**config.mk**
```make
export PLATFORM = sky130hd
export DESIGN_NAME = seg_scan_ctrl
export DESIGN_NICKNAME = d
export VERILOG_FILES = /design/src/rtl/seg_pkg.sv /design/src/rtl/hex_to_seg.sv /design/src/rtl/seg_scan_ctrl.sv
export SDC_FILE = /design/constraint.sdc
export NUM_CORES = 1
export LEC_CHECK = 0
export ABC_AREA = 0
export CELL_PAD_IN_SITES_DETAIL_PLACEMENT = 1
export CELL_PAD_IN_SITES_GLOBAL_PLACEMENT = 2
export CORE_MARGIN = 4
export CORE_UTILIZATION = 25
export DETAILED_ROUTE_END_ITERATION = 8
export PLACE_DENSITY = 0.87
export SETUP_SLACK_MARGIN = 0.2
export SYNTH_ARGS = -nofsm -noshare
export SYNTH_HDL_FRONTEND = slang
export SYNTH_SLANG_ARGS = --single-unit
```
**constraint.sdc**
```tcl
create_clock -name clk -period 6.3 [get_ports clk]
set_input_delay 0.63 -clock clk [delete_from_list [all_inputs] [get_ports clk]]
set_output_delay 0.63 -clock clk [all_outputs]
set_load 0.02 [all_outputs]
```
**src/rtl/seg_pkg.sv**
```systemverilog
// Shared definitions for the seven-segment scan controller: source-select codes,
// scan FSM states and the hex-to-segment pattern table (active-low {g..a}).
package seg_pkg;

   typedef enum logic [2:0] {
      SEL_RAM       = 3'd0,
      SEL_CYCLES    = 3'd1,
      SEL_CONDI     = 3'd2,
      SEL_UNCONDI   = 3'd3,
      SEL_CONDI_SUC = 3'd4,
      SEL_SYSCALL   = 3'd5,
      SEL_PC        = 3'd6,
      SEL_ZERO      = 3'd7
   } disp_sel_e;

   typedef enum logic [1:0] {
      BLANK = 2'd0,
      ON    = 2'd1,
      DEAD  = 2'd2
   } scan_state_e;

   localparam logic [7:0] AN_OFF  = 8'hFF;
   localparam logic [7:0] SEG_OFF = 8'hFF;

   localparam logic [6:0] HEX_SEG_TABLE [16] = '{
      7'h40, 7'h79, 7'h24, 7'h30, 7'h19, 7'h12, 7'h02, 7'h78,
      7'h00, 7'h10, 7'h08, 7'h03, 7'h46, 7'h21, 7'h06, 7'h0E
   };

endpackage

```
**src/rtl/hex_to_seg.sv**
```systemverilog
// Combinational nibble to active-low seven-segment pattern decode.
module hex_to_seg
   import seg_pkg::*;
(
   input  logic [3:0] nibble,
   output logic [6:0] seg
);
   assign seg = HEX_SEG_TABLE[nibble];
endmodule

```
**src/rtl/seg_scan_ctrl.sv**
```systemverilog
// Eight-digit multiplexed seven-segment scanner with per-slot dead-time blanking.
// Define SEG_LZ_BLANK_EN to suppress leading-zero digits.
module seg_scan_ctrl
   import seg_pkg::*;
#(
   parameter int REFRESH_DIV = 100000,
   parameter int DEAD_CYCLES = 1000
) (
   input  logic        clk,
   input  logic        rst,
   input  logic [2:0]  display,
   input  logic [31:0] ram_display,
   input  logic [31:0] total_cycles,
   input  logic [31:0] condi_num,
   input  logic [31:0] uncondi_num,
   input  logic [31:0] condi_suc_num,
   input  logic [31:0] SyscallOut,
   input  logic [11:0] pc,
   output logic [7:0]  AN,
   output logic [7:0]  SEG
);
   localparam int DIV_W = $clog2(REFRESH_DIV);
   localparam logic [DIV_W-1:0] DIV_LAST = DIV_W'(REFRESH_DIV - 1);
   // ON is left one cycle early so that DEAD covers exactly the last DEAD_CYCLES of the slot.
   localparam logic [DIV_W-1:0] DEAD_ENTER = DIV_W'(REFRESH_DIV - DEAD_CYCLES - 1);
   localparam bit HAS_DEAD = (DEAD_CYCLES != 0);

   scan_state_e      state_q, state_d;
   logic [DIV_W-1:0] div_q, div_d;
   logic [2:0]       dig_q, dig_d;
   logic [31:0]      snap_q, snap_d;
   logic [7:0]       an_q, an_d;
   logic [7:0]       seg_q, seg_d;

   logic [31:0] src_sel;
   logic        slot_end;
   logic [3:0]  cur_nib;
   logic [6:0]  cur_pat;
   logic [7:0]  lz_blank;

   always_comb begin
      src_sel = 32'h0;
      case (disp_sel_e'(display))
         SEL_RAM:       src_sel = ram_display;
         SEL_CYCLES:    src_sel = total_cycles;
         SEL_CONDI:     src_sel = condi_num;
         SEL_UNCONDI:   src_sel = uncondi_num;
         SEL_CONDI_SUC: src_sel = condi_suc_num;
         SEL_SYSCALL:   src_sel = SyscallOut;
         SEL_PC:        src_sel = {20'h0, pc};
         default:       src_sel = 32'h0;
      endcase
   end

`ifdef SEG_LZ_BLANK_EN
   assign lz_blank[0] = 1'b0;
   generate
      for (genvar gi = 1; gi < 8; gi++) begin : g_lz
         assign lz_blank[gi] = (snap_q[31:4*gi] == '0);
      end
   endgenerate
`else
   assign lz_blank = 8'h00;
`endif

   assign cur_nib = snap_q[{dig_q, 2'b00} +: 4];

   hex_to_seg u_hex (
      .nibble (cur_nib),
      .seg    (cur_pat)
   );

   assign slot_end = (div_q == DIV_LAST);

   always_comb begin
      state_d = state_q;
      dig_d   = dig_q;
      snap_d  = snap_q;
      div_d   = slot_end ? '0 : div_q + 1'b1;
      an_d    = AN_OFF;
      seg_d   = SEG_OFF;

      case (state_q)
         BLANK: begin
            if (slot_end) begin
               state_d = ON;
               snap_d  = src_sel;
            end
         end
         ON: begin
            if (HAS_DEAD && div_q == DEAD_ENTER) state_d = DEAD;
         end
         DEAD: begin
            if (slot_end) state_d = ON;
         end
         default: state_d = BLANK;
      endcase

      // The digit index stays parked at 0 through the initial BLANK slot.
      if (state_q != BLANK && slot_end) begin
         dig_d = dig_q + 3'd1;
         if (dig_q == 3'd7) snap_d = src_sel;
      end

      if (state_q == ON && !lz_blank[dig_q]) begin
         an_d  = ~(8'h01 << dig_q);
         seg_d = {1'b1, cur_pat};
      end
   end

   always_ff @(posedge clk or posedge rst) begin
      if (rst) begin
         state_q <= BLANK;
         div_q   <= '0;
         dig_q   <= 3'd0;
         snap_q  <= 32'h0;
         an_q    <= AN_OFF;
         seg_q   <= SEG_OFF;
      end else begin
         state_q <= state_d;
         div_q   <= div_d;
         dig_q   <= dig_d;
         snap_q  <= snap_d;
         an_q    <= an_d;
         seg_q   <= seg_d;
      end
   end

   assign AN  = an_q;
   assign SEG = seg_q;

endmodule

```
# ---- Word level (Yosys, flattened, before mapping)
# Memory sizes are Yosys's and may differ from the RTL's.
# Cells that the tools add are included.
dict set report totals {
  ff_bits 70
  romBits 120
  in_bits 209
  output_inout_bits 16
  elab_cells 51
  mem_count 2
}
# name depth width rd rd_clocked_by_memory_dff write_ports line
set mem_list {}
lappend mem_list {{(name not given)} 16 7 1 0 0 hex_to_seg.sv:8} ;# assign seg = HEX_SEG_TABLE[nibble];
lappend mem_list {{(name not given)} 8 1 1 0 0 seg_scan_ctrl.sv:105} ;# if (state_q == ON && !lz_blank[dig_q]) begin
dict set report classes {
  add_sub_neg 2
  n_lt_le_gt_ge 2
  n_eq_ne 13
  shifts 2
  mux 14
  bitwise 2
  reduce_logical 8
}
# cell count
set op_table {}
lappend op_table {{32-bit case mux with 7 select lines} 1}
lappend op_table {{32-bit two-way mux} 4}
lappend op_table {{17-bit equality test (second input constant)} 2}
lappend op_table {{32-bit by 6-bit variable part select with 4-bit output} 1}
lappend op_table {{7-bit two-way mux} 3}
lappend op_table {{17-bit by 1-bit adder with 17-bit output (second input constant)} 1}
lappend op_table {{17-bit two-way mux} 1}
lappend op_table {{3-bit equality test (second input constant)} 4}
lappend op_table {{8-bit two-way mux} 1}
lappend op_table {{8-bit inverter} 1}
lappend op_table {{1-bit by 3-bit << shifter with 8-bit output (first input constant)} 1}
lappend op_table {{3-bit by 2-bit equality test with 1-bit output (second input constant)} 2}
lappend op_table {{5-bit greater-or-equal comparator (second input constant)} 1}
lappend op_table {{4-bit inverter with 5-bit output} 1}
lappend op_table {{3-bit by 4-bit < comparator with 1-bit output (second input constant)} 1}
lappend op_table {{2-bit two-way mux} 2}
lappend op_table {{2-bit case mux with 2 select lines} 1}
lappend op_table {{3-bit by 1-bit adder with 3-bit output (second input constant)} 1}
lappend op_table {{3-bit by 1-bit equality test with 1-bit output (second input constant)} 1}
lappend op_table {{3-bit zero test} 1}
lappend op_table {{2-bit by 1-bit equality test with 1-bit output (second input constant)} 1}
lappend op_table {{2-bit equality test (second input constant)} 1}
lappend op_table {{1-bit logical AND} 2}
lappend op_table {{2-bit zero test} 1}
lappend op_table {{other kinds (7)} 7}

# ---- Logic depth before layout (Yosys ltp)
dict set report logic_depth {
  depth_word 6
  ltp_mapped 8
  ltp_nobuf 7
}

# ---- Hierarchy
# Synthesis repeated with hierarchy kept, for this count alone.
dict set report unflattened {
  hier_cells 477
  hier_area_um2 4868.4
}
# module n_inst cells_each area_per_inst_um2 seq_area_each_um2
set modules_own_cells {}
lappend modules_own_cells {seg_scan_ctrl 1 442 4620.7 1745.4}
lappend modules_own_cells {hex_to_seg 1 35 247.7 0.0}

# ---- Worst setup path before layout
# OpenSTA, ideal clock, no wires.
dict set report synth_path {
  path_type {register -> register}
  startpoint {reg dig_q[1]}
  endpoint {reg seg_q[3], in the netlist SEG[3]}
  setup_time_ns 0.097
  arrival_time_ns 2.304
  required_time_ns 6.203
  slack_ns 3.899
  stages_incl_launch_ff 9
  n_path_buf 1
  period_less_slack_ns 2.401
  path_cell_list {dfrtp_1 -> buf_2 -> mux4_2 -> mux2i_1 -> inv_1 -> ha_1 -> a21boi_0 -> a2111oi_0 -> a31oi_1}
}
dict set report synth_via {
  elab_chain_cells 6
  word_cells_on_any_way 10
  cone_classes {1 x shift; 4 x mux; 1 x bitwise; 2 x reduce/logical; 2 x memory}
}
# element line
set synth_rtl {}
lappend synth_rtl {{start, declared} seg_scan_ctrl.sv:30} ;# logic [2:0] dig_q, dig_d;
lappend synth_rtl {{start signal, assigned} seg_scan_ctrl.sv:122} ;# dig_q <= dig_d;
lappend synth_rtl {{32-bit by 6-bit variable part select with 4-bit output} seg_scan_ctrl.sv:66} ;# assign cur_nib = snap_q[{dig_q, 2'b00} +: 4];
lappend synth_rtl {{4-bit inverter with 5-bit output (not written as such)} hex_to_seg.sv:8}
lappend synth_rtl {{memory read 16 x 7 bit} n/a}
lappend synth_rtl {{7-bit two-way mux (not written as such) (2 in series)} hex_to_seg.sv:8}
lappend synth_rtl {{7-bit two-way mux *} seg_scan_ctrl.sv:105}
lappend synth_rtl {{net seg_d[3]} seg_scan_ctrl.sv:33} ;# logic [7:0] seg_q, seg_d;
lappend synth_rtl {{end signal, assigned} seg_scan_ctrl.sv:125} ;# seg_q <= seg_d;
lappend synth_rtl {{end, declared} seg_scan_ctrl.sv:33}
# Mark *: on every way through the listed nets, which the timed path passes. The rest lies on a longest branch. The select of a mux whose other input is x is not followed.
# A chain may end at the register's enable or synchronous reset.

# ---- Final worst setup path
dict set report layout_path {
  startpoint {reg dig_q[0]}
  endpoint {reg snap_q[9]}
}
dict set report layout_via {
  elab_chain_cells 3
}
# element line
set layout_rtl {}
lappend layout_rtl {{3-bit equality test} seg_scan_ctrl.sv:102} ;# if (dig_q == 3'd7) snap_d = src_sel;
lappend layout_rtl {{32-bit two-way mux} seg_scan_ctrl.sv:102}
lappend layout_rtl {{32-bit two-way mux} seg_scan_ctrl.sv:100} ;# if (state_q != BLANK && slot_end) begin
lappend layout_rtl {{net snap_d[9]} seg_scan_ctrl.sv:31} ;# logic [31:0] snap_q, snap_d;
lappend layout_rtl {{end signal, assigned} seg_scan_ctrl.sv:123} ;# snap_q <= snap_d;
lappend layout_rtl {{end, declared} seg_scan_ctrl.sv:31}
# The timed path passes the listed nets, and every way through them passes these cells.

==> flow_summary.toml <==
[critical_path]
endpoint_kind = "register"
arrival_ps = 3230
r2r_slack_ps = 3230
cp.required_ps = 6460
r2r_cells = 5
startpoint_type = "register"
crit_type = "register to register"
critPathMaxFanout = 36

[placement]
port_buffers = 223
pre_cts_slack_ps = 3180
post-place-cells = 908
gp_congestion = 0.842
dpl.hpwl_mm = 14.1

[routing]
drc = 0
wirelength_mm = 17.6
first_pass_iters = 4
vias = 4623
wire_per_inst_um = 19.0
vias_per_cell = 5.00
ant_nets = 0
drtIter0Drc = 191

[cells_and_area]
layout-drive-gt1-share_pct = 9.06
area_growth_pct = 60.4
final_util_pct = 40.7
final_cells = 924
antenna_cells = 0
n_fill_cell = 2043
nNetsFinal = 912

[clock_network]
cts_tree = "built"
cts-root-buf = "clkbuf_16"
cts_buffers = 9
cts.sinks = 69
postCtsHoldBufs = 0
clock_latency_ps = 330
ctsResizeCount = 0
clkTransAtPathRegs_ps = 50
cts_max_level = 3
post_cts_buffers = 0
clk_path_buf_depth = 2

[grt]
antenna_found_initial = 0
grt_pass1_wl_mm = 28.0
grt_pass1_vias = 5328
grt_usage_pct = 17.3
grt_max_degree = 70
grt.overflow.total = 0

[logic_synthesis]
yosys-top-cells-count = "nand2_1 (79), a22oi_1 (57), dfrtp_1 (54)"
postSynthAreaPerCell_sq_um = 9.36
ys_seq_elements = 69
synth_flop_cell = "dfrtp_1"
yosysMostFrequentCell = "nand2_1"
synth-edff-count = 0
synth_area_leader_cell = "dfrtp_1"
synth_nets = 708
yosysWarnings = 0
synth_cell_types = 54
netlist_area_sq_um = 4550
synthTopCellsByArea = "dfrtp_1 (30%), a22oi_1 (9.4%), dfstp_2 (8.7%), nand2_1 (6.5%), a221oi_1 (4.4%)"
syn-instance-count = 486
async_flop_share_pct = 100
ys_seq_area_share_pct = 38.4
synth_top_area_share_pct = 29.7

[outcome]
status = "finished clean"

[sta]
setup_tns_ps = 0
setup_violations = 0
fmax_ghz = 0.326
timing_hold_violations_final = 0
finalMaxSlewViolations = 0
max-slew-margin-rel_pct = 29.2
setup_ws_ps = 3230
min_period_ps = 3070
finalCritPeriodShare_pct = 48.7
rsz0062_at_grt = "no"
worst_pin_slew_ps = 1060
clock_skew_ps = 5.53

[die]
rows = 49
die_y_um = 143
fp.coreArea_sq_um = 17900
start_util_pct = 25.4
io_pins = 225
dieArea_sq_um = 20400
chipWidth_um = 143

[pwr]
power_density_nw_per_um2 = 166
leakagePower_nw = 2.90
ir_worst_vdd_uv = 148

[hold_path]
hold_depth = 2
hold_path.class = "register to register"

[run]
cap_viol_max_count = 0
layer usage:
layer / share of wire (%) / vias to the layer above / GRT usage [%] / wire length, um
li1: - / 2218 / - / -
met1: 39 / 2240 / 19.8 / 6920
met2: 53 / 145 / 31.8 / 9290
met3: 5.9 / 20 / 4.99 / 1050
met4: 1.8 / 0 / 4.20 / 323
met5: 0 / - / 0 / 0
layout make-up:
class / count / area, sq um / area share [%]
clock buffers: 15 / 322 / 4.41
inverters: 7 / 26.3 / 0.360
clock inverters: 1 / 5.00 / 0.0686
flip-flops and latches: 69 / 1750 / 23.9
repair buffers: 230 / 2280 / 31.3
multi-input cells: 373 / 2620 / 36.0
well taps: 229 / 287 / 3.93
through the flow:
| stage | power, W | hold slack, ps | area [sq um] |
|---|---|---|---|
| final | 0.00121 | 484 | 7290 |
| after global routing | 0.00127 | 509 | 7290 |
| after CTS | 0.00123 | 489 | 7290 |
| after detailed placement | 0.000693 | 477 | 6970 |
| after global placement | 0.000689 | 464 | 6970 |
| after floorplan | 0.000532 | 445 | 4550 |
worst max-delay path, cell delays in order (launching register included):
cell and delay [ps]:
dfrtp_1 530, ha_1 310, ha_1 240, o211ai_4 750, a31o_1 820, o21ai_0 240
power by group:
part | internal, W | switching [W]
Clock | 0.000349 | 0.000181
Sequential | 0.000445 | 0.000000545
Combinational | 0.000152 | 0.0000860
Total | 0.000946 | 0.000268
sequential cells by signal, summed over array words and instances (netlist names):
| register | count |
|---|---|
| div_q | 17 |
| dig_q | 3 |
| state_q | 2 |
| SEG | 7 |
| snap_q | 32 |
| AN | 8 |
placed cells by master, fill, tap and decap left out, types with 2 or more instances in the layout:
cell / n
a21oi_1: 3
a221oi_1: 23
a22o_1: 2
a22oi_1: 57
a2bb2oi_1: 4
a31oi_1: 3
and2_1: 3
and3b_1: 2
and4_1: 2
buf_4: 7
clkbuf_1: 2
clkbuf_16: 12
clkdlybuf4s50_1: 223
dfrtp_1: 54
dfstp_2: 15
ha_1: 13
inv_1: 6
mux2_2: 9
mux2i_1: 19
mux4_2: 8
nand2_1: 79
nand2b_1: 2
nand3_1: 9
nand3b_1: 3
nand4_1: 4
nor2_1: 33
nor2b_1: 6
nor3_1: 4
nor3b_1: 2
nor3b_2: 2
o211ai_1: 3
o21ai_0: 30
o21ai_1: 11
o221ai_1: 2
xnor2_1: 11
xor2_1: 5
worst paths after layout:
| path | from | endpoint |
|---|---|---|
| min reg2reg | snap_q[20] | snap_q[20] |
| min in group asynchronous | rst | div_q[13] |
| max reg2reg | dig_q[0] | snap_q[9] |
| min | snap_q[20] | snap_q[20] |
| max in group asynchronous | rst | div_q[4] |
| max | dig_q[0] | snap_q[9] |
cells by family (layout without fill, tap and decap cells):
family	Yosys count	count (layout)	synth area share (%)
adders and majority gates	13	13	3.58
AOI/OAI and AO/OA	148	148	23.3
xor gates and xnor gates	16	16	3.08
other	1	1	0.0825
DFF	69	69	38.4
and+or+nand+nor	158	158	16.4
buffers and inverters	44	253	4.38
muxes	37	37	10.9
(Power assumes the default switching activity.)
